[src/rtl/cpu_defs.sv]
// Shared CPU definitions: multiplier width, latency and sequencer state encoding.
package cpu_defs;
  localparam int MUL_WIDTH   = 32;
  localparam int MUL_LATENCY = 37;

  typedef enum logic [2:0] {
    ST_IDLE   = 3'd0,
    ST_PREP_A = 3'd1,
    ST_PREP_B = 3'd2,
    ST_ITER   = 3'd3,
    ST_FIX_LO = 3'd4,
    ST_FIX_HI = 3'd5,
    ST_DONE   = 3'd6
  } mul_state_t;
endpackage

[src/rtl/adder_32bits.sv]
// Plain 32-bit adder, shared by every arithmetic step of the multiply sequencer.
module adder_32bits (
  input  logic [31:0] a,
  input  logic [31:0] b,
  output logic [31:0] s
);
  assign s = a + b;
endmodule

[src/rtl/mul_seq_ctrl.sv]
// Multi-cycle 32x32->64 shift-add multiplier for MULT/MULTU with one shared adder.
// Handshake: start is accepted in IDLE/DONE when flush=0; done pulses one cycle with hi/lo valid.
module mul_seq_ctrl
  import cpu_defs::*;
#(
  parameter int WIDTH = MUL_WIDTH,
  parameter int CNT_W = 6
) (
  input  logic             clk,
  input  logic             rst,
  input  logic             start,
  input  logic             is_signed,
  input  logic [WIDTH-1:0] a,
  input  logic [WIDTH-1:0] b,
  input  logic             flush,
  output logic             busy,
  output logic             done,
  output logic [WIDTH-1:0] hi,
  output logic [WIDTH-1:0] lo,
  output logic [2:0]       dbg_state
);
  localparam logic [WIDTH-1:0] ONE = {{(WIDTH-1){1'b0}}, 1'b1};

  mul_state_t       r_state, w_next;
  logic [WIDTH-1:0] r_mcand, r_mq, r_acc, r_lo_fix, r_hi, r_lo;
  logic [CNT_W-1:0] r_cnt;
  logic             r_signed, r_neg, r_z;
  logic [WIDTH-1:0] w_add_a, w_add_b, w_sum;
  logic             w_carry, w_accept;

  adder_32bits u_adder (
    .a (w_add_a),
    .b (w_add_b),
    .s (w_sum)
  );

  assign w_accept  = (r_state == ST_IDLE || r_state == ST_DONE) && start && !flush;
  assign w_carry   = (w_sum < r_acc);
  assign busy      = (r_state != ST_IDLE) && (r_state != ST_DONE);
  assign done      = (r_state == ST_DONE);
  assign hi        = r_hi;
  assign lo        = r_lo;
  assign dbg_state = r_state;

  // Adder operand muxing and next-state selection.
  always_comb begin
    w_add_a = r_acc;
    w_add_b = '0;
    w_next  = r_state;
    case (r_state)
      ST_IDLE:   w_next = w_accept ? ST_PREP_A : ST_IDLE;
      ST_DONE:   w_next = w_accept ? ST_PREP_A : ST_IDLE;
      ST_PREP_A: begin
        w_add_a = ~r_mcand;
        w_add_b = ONE;
        w_next  = ST_PREP_B;
      end
      ST_PREP_B: begin
        w_add_a = ~r_mq;
        w_add_b = ONE;
        w_next  = ST_ITER;
      end
      ST_ITER: begin
        w_add_a = r_acc;
        w_add_b = r_mq[0] ? r_mcand : '0;
        if (r_cnt == CNT_W'(WIDTH - 1)) w_next = ST_FIX_LO;
      end
      ST_FIX_LO: begin
        w_add_a = ~r_mq;
        w_add_b = ONE;
        w_next  = ST_FIX_HI;
      end
      ST_FIX_HI: begin
        // Borrow from the low word propagates only when the low magnitude was zero.
        w_add_a = ~r_acc;
        w_add_b = {{(WIDTH-1){1'b0}}, r_z};
        w_next  = ST_DONE;
      end
      default:   w_next = ST_IDLE;
    endcase
    if (busy && flush) w_next = ST_IDLE;
  end

  always_ff @(posedge clk or posedge rst) begin
    if (rst) begin
      r_state  <= ST_IDLE;
      r_mcand  <= '0;
      r_mq     <= '0;
      r_acc    <= '0;
      r_lo_fix <= '0;
      r_hi     <= '0;
      r_lo     <= '0;
      r_cnt    <= '0;
      r_signed <= 1'b0;
      r_neg    <= 1'b0;
      r_z      <= 1'b0;
    end else begin
      r_state <= w_next;
      case (r_state)
        ST_IDLE, ST_DONE: begin
          if (w_accept) begin
            r_mcand  <= a;
            r_mq     <= b;
            r_signed <= is_signed;
            r_neg    <= is_signed & (a[WIDTH-1] ^ b[WIDTH-1]);
          end
        end
        ST_PREP_A: if (r_signed && r_mcand[WIDTH-1]) r_mcand <= w_sum;
        ST_PREP_B: begin
          if (r_signed && r_mq[WIDTH-1]) r_mq <= w_sum;
          r_acc <= '0;
          r_cnt <= '0;
        end
        ST_ITER: begin
          r_acc <= {w_carry, w_sum[WIDTH-1:1]};
          r_mq  <= {w_sum[0], r_mq[WIDTH-1:1]};
          r_cnt <= r_cnt + CNT_W'(1);
        end
        ST_FIX_LO: begin
          r_lo_fix <= r_neg ? w_sum : r_mq;
          r_z      <= (r_mq == '0);
        end
        ST_FIX_HI: begin
          if (!flush) begin
            r_hi <= r_neg ? w_sum : r_acc;
            r_lo <= r_lo_fix;
          end
        end
        default: ;
      endcase
    end
  end
endmodule

[config.mk]
export PLATFORM = sky130hd
export DESIGN_NAME = mul_seq_ctrl
export DESIGN_NICKNAME = d
export VERILOG_FILES = /design/src/rtl/cpu_defs.sv /design/src/rtl/adder_32bits.sv /design/src/rtl/mul_seq_ctrl.sv
export SDC_FILE = /design/constraint.sdc
export NUM_CORES = 1
export LEC_CHECK = 0
export CAP_MARGIN = 25
export CELL_PAD_IN_SITES_DETAIL_PLACEMENT = 0
export CELL_PAD_IN_SITES_GLOBAL_PLACEMENT = 1
export CORE_MARGIN = 2
export CORE_UTILIZATION = 23
export DETAILED_ROUTE_END_ITERATION = 6
export GPL_ROUTABILITY_DRIVEN = 0
export PLACE_DENSITY_LB_ADDON = 0.1
export SYNTH_ARGS = -nofsm -noshare
export SYNTH_HDL_FRONTEND = slang
export SYNTH_SLANG_ARGS = --single-unit
[constraint.sdc]
create_clock -name clk -period 11.95 [get_ports clk]
set_input_delay 1.195 -clock clk [delete_from_list [all_inputs] [get_ports clk]]
set_output_delay 1.195 -clock clk [all_outputs]
set_load 0.01 [all_outputs]
# Word-level counts from Yosys, hierarchy flattened
# Index checks and enable logic that the tools add are counted.
# totals
input_bits	69
ram_bits	0
elab_cells	70
latchBits	0
n_memories	0
reg_bits	204
output_inout_bits	69
romBits	0
# classes
bitwise	6
order_cmp	1
eq_ne	12
shift	0
n_reduce_logical	21
multipliers	0
div_mod_pow	0
muxes	17
n_addsub	2
# op_table
cell	count
$pmux 32 s3	3
$mux 32	7
$pmux 32 s2	2
$not 32->32	3
$add 32x32->32	1
$logic_not 32->1	1
$lt 32x32->1	1
$pmux 3 s6	1
$pmux 6 s2	1
$eq 3x3->1 const B	3
$add 6x1->6 const B	1
$eq 3x2->1 const B	2
$eq 6x5->1 const B	1
$logic_and 1x1->1	6
$mux 3	2
$ne 3x3->1 const B	2
$reduce_and 3->1	2
$reduce_bool 3->1	2
$ne 2x2->1 const B	2
$reduce_and 2->1	2
$reduce_bool 2->1	2
$reduce_or 2->1	2
$eq 3x1->1 const B	1
$logic_not 3->1	1
other kinds (8)	8

# Depth between registers and ports, before layout
# Gate-level depths: netlist (run 1).
# logic_depth
word_depth	7
ltp_mapped	27
mapped_depth_nobuf	25

# Cells and area by module
# From an unflattened synthesis (run 1), not the netlist that was laid out.
# hier_totals
cells_unflattened	1551
hier_area_um2	13721.9
# by_module_without_submodules
mod	seq_area_each_um2	area_each_um2	cells_each	n_inst
mul_seq_ctrl	5104.9	11977.7	1310	1
adder_32bits	0.0	1744.2	241	1

# Least setup slack after synthesis (run 1)
# No wires, ideal clock.
# synth_timing
path_type	register to register
start	register r_state[2], in the netlist dbg_state[2]
end	register r_acc[31]
setup_ns	0.087
path_slack_ns	6.642
synth_period_minus_slack_ns	5.308
required_ns	11.863
arrival_time_ns	5.221
stages_incl_launch_ff	27
path_buffers	3
cell_sequence	dfrtp_1 > clkbuf_1 > buf_1 > buf_2 > mux2i_1 > a22oi_1 > o21ai_0 > ha_1 > inv_1 > fa_1 > and2b_2 > o211ai_4 > a31oi_4 > a31oi_4 > o31a_4 > o21ai_1 > xnor2_1 > inv_1 > ha_1 > a21o_1 > a21o_1 > a21o_1 > a21o_1 > a21oi_1 > o221a_2 > o311ai_0 > o211ai_1
# synth_between
elab_chain_cells	6
elab_cells_between_ends	13
classes_between	add/sub (1); order compare (1); eq/ne (5); mux (3); reduce/logical (3)
# synth_rtl
element	line_no	text
from (decl)	mul_seq_ctrl.sv:24	mul_state_t r_state, w_next;
from (signal assigned)	mul_seq_ctrl.sv:98	r_state <= w_next;
$eq 3x2->1, or another cell as far along	mul_seq_ctrl.sv:50, mul_seq_ctrl.sv:99	
$reduce_or 3->1 (no line) or $reduce_or 2->1 (tied branches)	--	
$pmux 32 s3	mul_seq_ctrl.sv:50	case (r_state)
$add 32x32->32	adder_32bits.sv:7	assign s = a + b;
$lt 32x32->1	mul_seq_ctrl.sv:38	assign w_carry = (w_sum < r_acc);
$pmux 32 s2	mul_seq_ctrl.sv:99	case (r_state)
to (signal assigned)	mul_seq_ctrl.sv:115	r_acc <= {w_carry, w_sum[WIDTH-1:1]};
to (decl)	mul_seq_ctrl.sv:25	logic [WIDTH-1:0] r_mcand, r_mq, r_acc, r_lo_fix, r_hi, r_lo;
# Several ways; a longest one is shown, not always the timed one.
# A chain may end at the register's enable or synchronous reset.

# Worst setup path in the final report (run 1)
# Same ends and word-level chain as after synthesis.

==> results of run 1 <==
-- critical path, stage by stage, from the launching register on --
cell	delay [ns]
dfrtp_2	0.40
buf_4	0.38
nand2b_2	0.32
buf_4	0.32
nor2_4	0.13
buf_4	0.57
and3_1	0.28
inv_1	0.07
fa_1	0.45
and2b_2	0.26
o211ai_4	0.09
a31oi_4	0.31
a31oi_4	0.19
o31ai_1	0.42
a31oi_1	0.18
xor2_1	0.77
inv_1	0.10
ha_1	0.31
nand2_1	0.06
or3_1	0.36
o221a_2	0.31
o311ai_0	0.12
o211ai_1	0.15
-- state kept, by name, summed over array words and instances (netlist names) --
register	count
hi	32
r_mcand	32
r_signed	1
r_acc	32
lo	32
r_mq	32
r_neg	1
r_lo_fix	32
dbg_state	3
r_z	1
r_cnt	6
-- worst max path at each step --
stage | start | to | slack [ns] | cells after the start
4_1_cts | dbg_state[2]$_DFFE_PP0P_ | r_acc[31]$_DFFE_PP0N_ | 5.04 | 22
3_3_place_gp | dbg_state[2]$_DFFE_PP0P_ | r_acc[31]$_DFFE_PP0N_ | 5.13 | 22
6_report | dbg_state[2]$_DFFE_PP0P_ | r_acc[31]$_DFFE_PP0N_ | 5.17 | 22
5_1_grt | dbg_state[2]$_DFFE_PP0P_ | r_acc[31]$_DFFE_PP0N_ | 4.74 | 22
3_5_place_dp | dbg_state[2]$_DFFE_PP0P_ | r_acc[31]$_DFFE_PP0N_ | 5.06 | 22
2_1_floorplan | rst | dbg_state[0]$_DFFE_PP0P_ | 5.19 | 1
-- power by group through the flow --
stage / Clock [W] / Sequential [W] / Combinational, W
floorplan: 0 / 0.00106 / 0.000821
global placement: 0 / 0.00118 / 0.00131
detailed placement: 0 / 0.00118 / 0.00132
CTS: 0.000869 / 0.00117 / 0.00132
global route: 0.000899 / 0.00120 / 0.00146
finish: 0.000842 / 0.00117 / 0.00131
-- cells in the mapped netlist, drive strengths merged, types with 12 or more instances --
cell type,instances,share of area
a22oi,35,0.020
nor2,96,0.028
clkbuf,78,0.023
a31oi,35,0.020
a21oi,130,0.050
and3,48,0.023
mux2i,77,0.059
nor3,16,0.0065
a211oi,14,0.0081
nand2,309,0.089
o21ai,181,0.070
inv,53,0.015
or3,12,0.0058
ha,63,0.061
buf,22,0.0073
a21o,25,0.014
dfrtp,204,0.39
xnor2,20,0.016
nand3,16,0.0062
-- kinds of logic (layout without fill, tap and decap cells) --
kind of cell | after synthesis | after routing
AO/OA/AOI/OAI | 489 | 489
flip-flops | 204 | 204
XOR/XNOR | 28 | 28
adder cells (fa/ha/maj) | 64 | 64
AND/OR/NAND/NOR | 548 | 548
multiplexers | 78 | 78
buffers and inverters | 156 | 269
-- stage by stage --
step                       util  setup slack (ns)  area (um^2)  instances
after global placement    0.271              5.13        15200       2388
after CTS                 0.287              5.04        16100       2436
final                     0.287              5.17        16100       2436
after global routing      0.287              4.74        16100       2436
after detailed placement  0.272              5.06        15300       2390
after floorplan               -              5.19        13000       1567
-- final cells by class --
| cell class | count | area share |
|---|---|---|
| clock buffer | 37 | 0.0467 |
| inverter | 56 | 0.0135 |
| multi-input combinational | 1207 | 0.455 |
| timing repair buffer | 167 | 0.101 |
| tap | 756 | 0.0586 |
| clock inverter | 9 | 0.00776 |
| sequential | 204 | 0.317 |
-- layer usage --
layer  up-vias  wire length [um]
li1       5753                 -
met1      5840             27800
met2       233             24000
met3        42              2010
met4         0               731
met5         -                 0
==> metrics.txt, run 1 <==
switching share of power=0.425; setup TNS=0 ns; clock group share of total power=0.254; post-synthesis mux area share=0.0602; Top Ports=138; endpoints failing setup=0; GR Util met3=0.0200; Die Wd=242 um; worst hold endpoint=lo[19]$_DFFE_PP0P_; hold slack=0.466 ns; # hold bufs at CTS=0; R2R Path End=r_acc[31]$_DFFE_PP0N_; final worst path period need=6.78 ns; status=complete, no violations; Netlist cell types=69; Synth Warn #=0; period utilization=0.567; sequential area share after synthesis=0.393; Min-Delay Path Depth=2; Synth Area in Adders=0.0622; Hold Vio Cnt, Final=0; H-tree depth=1; Total Wirelength=54.6 mm; Setup CP Type=flop to flop; crit start category=flop; Max-Slew Margin vs Limit=0.372; HP Start=r_lo_fix[19]$_DFFE_PP0P_; Vias=11868; most common cell after layout, fill and taps aside=nand2_1; Syn Nets=1700; Worst-path clk slew=0.06 ns; main combinational cell family by area after synthesis=compound AO/OA/AOI/OAI gates; P_leak=7.00 nW; Hold WC Path Type=flop to flop; most frequent cells in the layout=309 x nand2_1, 201 x dfrtp_1, 175 x o21ai_0; Post-CTS Setup Bufs=0; FFs w/ async S/R, synth=1.00; Compound-Gate Fraction of Synth Area=0.231; antenna diode count=0; CTS resizes=0; RSZ-0062 raised after global routing=no; overflow left after global routing=0; EDFF count, synth=0; Int Pwr=0.00191 W; Critical Path RT=12.37 ns; critical path capture point type=flop; Via density=4.87; Max Cap Violations=0; simple-gate share of the synthesized area=0.186; die area=58400 um^2; XOR/XNOR Fraction of Synth Area=0.0223; remaining antenna violation count after routing=0; post-synthesis cell count=1567; Die H=242 um; vias in the first global route=11986; first-pass GRT wire length=82.4 mm; Layout Nets=1796; met1 GRT Util=0.278; Area Overhead vs Synth=24.1%; HPWL after DPL=38.6 mm; initial antenna violation count=1; R2R depth=22; fill count=6127; Clock Skews=0.0192 ns; Mapped Avg Cell Area=8.30 um^2; Core Area=56200 um^2; FP Rows=87; busiest grt layer=met2; routed len/inst=22.4 um; footprint of the multi-input gates=7340 um^2; total chip power=0.00332 W; Arrival @ worst endpoint=7.20 ns; Max Fclk=148 MHz; clock root buffer=clkbuf_16; switching power=0.00141 W; Final Slew Violations=0; combinational share of power=0.393; CTS Sinks=204; Reg area=5110 um^2; critical path peak fanout=59; DR pass1 iterations=5; met2 global-route usage=0.283; clock latency on the worst-skew pair=0.57 ns; R2R setup slack=5.17 ns; Worst VDD drop=84.3 uV; Pwr Density=206 nW/um^2; CTS buffer count=27; TritonCTS clock tree=done; register share of total power=0.353; Critical R2R Launch=dbg_state[2]$_DFFE_PP0P_; clk buf depth=3; pin count of the biggest net entering global routing=87; Main synth FF type=dfrtp_1; GRT Total Usage=0.184; Remaining DRCs=0; Starting Density=0.231; mapped cell area=13000 um^2; Synth Register Bits=204; ratio of cells with drive above 1 in the final layout=0.0667; DR iter-0 viols=859; Slew @ Worst Pin=0.938 ns; IO buf count=137
Power figures use the tool's default switching activity.
==> inputs of run 2 (changes only) <==
- clock period: 11.95 -> 6.09 ns (I/O delays scaled with it)
==> run 2 against run 1 <==
Compared with the run above: via count grew 1.5%; sequential power increased by 94%; cell count increased by 1.2%; critical endpoint unchanged; power rose by 100%; critical path depth unchanged; clock-buffer cell count up 5; fmax is 21% higher; final area up 1.5%; setup slack lost 4.7 ns; global-route usage fell by 0.11 points.
==> metrics.txt, run 2 (same netlist as run 1, synthesis figures left out) <==
Post-CTS Setup Bufs=0; Remaining DRCs=0; CTS buffer count=28; crit path setup slack, layout=0.488 ns; IO buf count=137; Total Wirelength=54.8 mm; clock root buffer=clkbuf_16; final worst path period need=5.60 ns; Setup CP Type=flop to flop; register share of total power=0.340; Vias=12044; most common cell after layout, fill and taps aside=nand2_1; clock latency on the worst-skew pair=0.56 ns; overflow left after global routing=0; Slowest Stage Delay on Critical Path=0.56 ns; Slowest-stage cell, CP=dfrtp_1; P_leak=7.15 nW; setup TNS=0 ns; vias in the first global route=12070; Area Overhead vs Synth=26.0%; critical path capture point type=flop; switching power=0.00281 W; Arrival @ worst endpoint=6.08 ns; Worst-path clk slew=0.06 ns; DR pass1 iterations=5; GRT Total Usage=0.183; most frequent cells in the layout=309 x nand2_1, 201 x dfrtp_1, 175 x o21ai_0; Core Area=56200 um^2; crit start category=flop; CTS Sinks=204; Worst VDD drop=133 uV; TritonCTS clock tree=done; FP Rows=87; Layout Nets=1823; fill count=6051; post-route cell area=16400 um^2; pre-CTS WS=0.526 ns; CTS resizes=0; status=complete, no violations; Hold Vio Cnt, Final=0; most used cell, CP=a21o_1; clock group share of total power=0.254; combinational share of power=0.406; initial antenna violation count=1; HPWL after DPL=39.2 mm; period utilization=0.920; Starting Density=0.231; Via density=4.89; routed len/inst=22.2 um; Max Fclk=179 MHz; Max Cap Violations=0; RSZ-0062 raised after global routing=no; Critical Path RT=6.57 ns; DR iter-0 viols=938; critical path, cell by cell=nand2b_1 > and2_1 > buf_4 > nor2_1 > a21oi_1 > o21ai_0 > ha_1 > a211oi_1 > o211ai_1 > a221oi_2 > o31ai_4 > mux2i_1 > nor2_1 > ha_1 > a21o_1 > a21o_1 > a21o_1 > a21o_1 > a21oi_1 > o221a_2 > o311ai_0 > o211ai_1; DP Cell Count=2416; Int Pwr=0.00387 W; non-filler cells, final=2465; Die H=242 um; Clock Skews=0.0133 ns; switching share of power=0.421; die area=58400 um^2; critical path peak fanout=11; Final Slew Violations=0; # hold bufs at CTS=0; Slew @ Worst Pin=1.03 ns; Pwr Density=408 nW/um^2; endpoints failing setup=0; remaining antenna violation count after routing=0; pin count of the biggest net entering global routing=121; first-pass GRT wire length=82.2 mm; Cell Area, Placed=15400 um^2; clk buf depth=3; H-tree depth=1; Die Wd=242 um; ratio of cells with drive above 1 in the final layout=0.0831; Top Ports=138; Max-Slew Margin vs Limit=0.316; Hold WC Path Type=flop to flop
## run 2: cell types whose count changed in the layout (fill, tap and decap cells not counted), moves of 2 or more
cell       before  now
nor2_2          1    3
clkbuf_1        6    3
bufinv_16       3    1
buf_12          0    2
clkbuf_8        4   10
nor2_4          3    1
clkbuf_16      27   29
buf_4          28   53
## run 2: worst max-delay path: cells and delay by family (launching register included)
kind	cells	cell delay, ns
simple gates	4	1.13
flops	1	0.56
buf+inv	1	0.26
compound gates	14	2.66
fa+ha+maj	2	0.76
mux	1	0.16
## run 2: layer usage
metal  global-route usage  part of all wire  routed length (um)
met5                    0                 0                   0
met4               0.0365             0.016                 894
met3               0.0276             0.051                2800
met2                0.276              0.43               23600
met1                0.275              0.50               27500
## run 2: final cells by class
type                            count  area, um^2  area share
Antenna cell                        1        2.50    0.000153
Clock buffer                       42         875      0.0534
Clock inverter                      6        60.1     0.00367
Multi-Input combinational cell   1207        7330       0.448
Timing Repair Buffer              193        1840       0.112
Sequential cell                   204        5110       0.312
Inverter                           56         214      0.0131
Tap cell                          756         946      0.0578
## run 2: path summary, 6_finish.rpt
path	from	end	slack, ns	cells past startpoint
worst min-delay path	r_lo_fix[8]$_DFFE_PP0P_	lo[8]$_DFFE_PP0P_	0.46	2
worst max-delay path	dbg_state[1]$_DFFE_PP0P_	r_acc[31]$_DFFE_PP0N_	0.49	22
min in group asynchronous	rst	lo[8]$_DFFE_PP0P_	0.57	3
worst max register to register	dbg_state[1]$_DFFE_PP0P_	r_acc[31]$_DFFE_PP0N_	0.49	22
max in group asynchronous	rst	r_mcand[31]$_DFFE_PP0P_	4.32	4
worst min register to register	r_lo_fix[8]$_DFFE_PP0P_	lo[8]$_DFFE_PP0P_	0.46	2
## run 2: per-stage QoR
stage / utilization / total power (W) / hold WS (ns)
floorplan: - / 0.00370 / 0.439
global placement: 0.274 / 0.00502 / 0.453
CTS: 0.292 / 0.00676 / 0.462
detailed placement: 0.275 / 0.00502 / 0.446
global route: 0.292 / 0.00714 / 0.491
finish: 0.292 / 0.00668 / 0.464
## run 2: power groups by stage
stage / Combinational, W / Sequential (W) / Clock [W]
after global placement: 0.00272 / 0.00230 / 0
after detailed placement: 0.00272 / 0.00229 / 0
after floorplan: 0.00161 / 0.00208 / 0
after global routing: 0.00301 / 0.00233 / 0.00181
after CTS: 0.00274 / 0.00227 / 0.00175
final: 0.00271 / 0.00227 / 0.00170
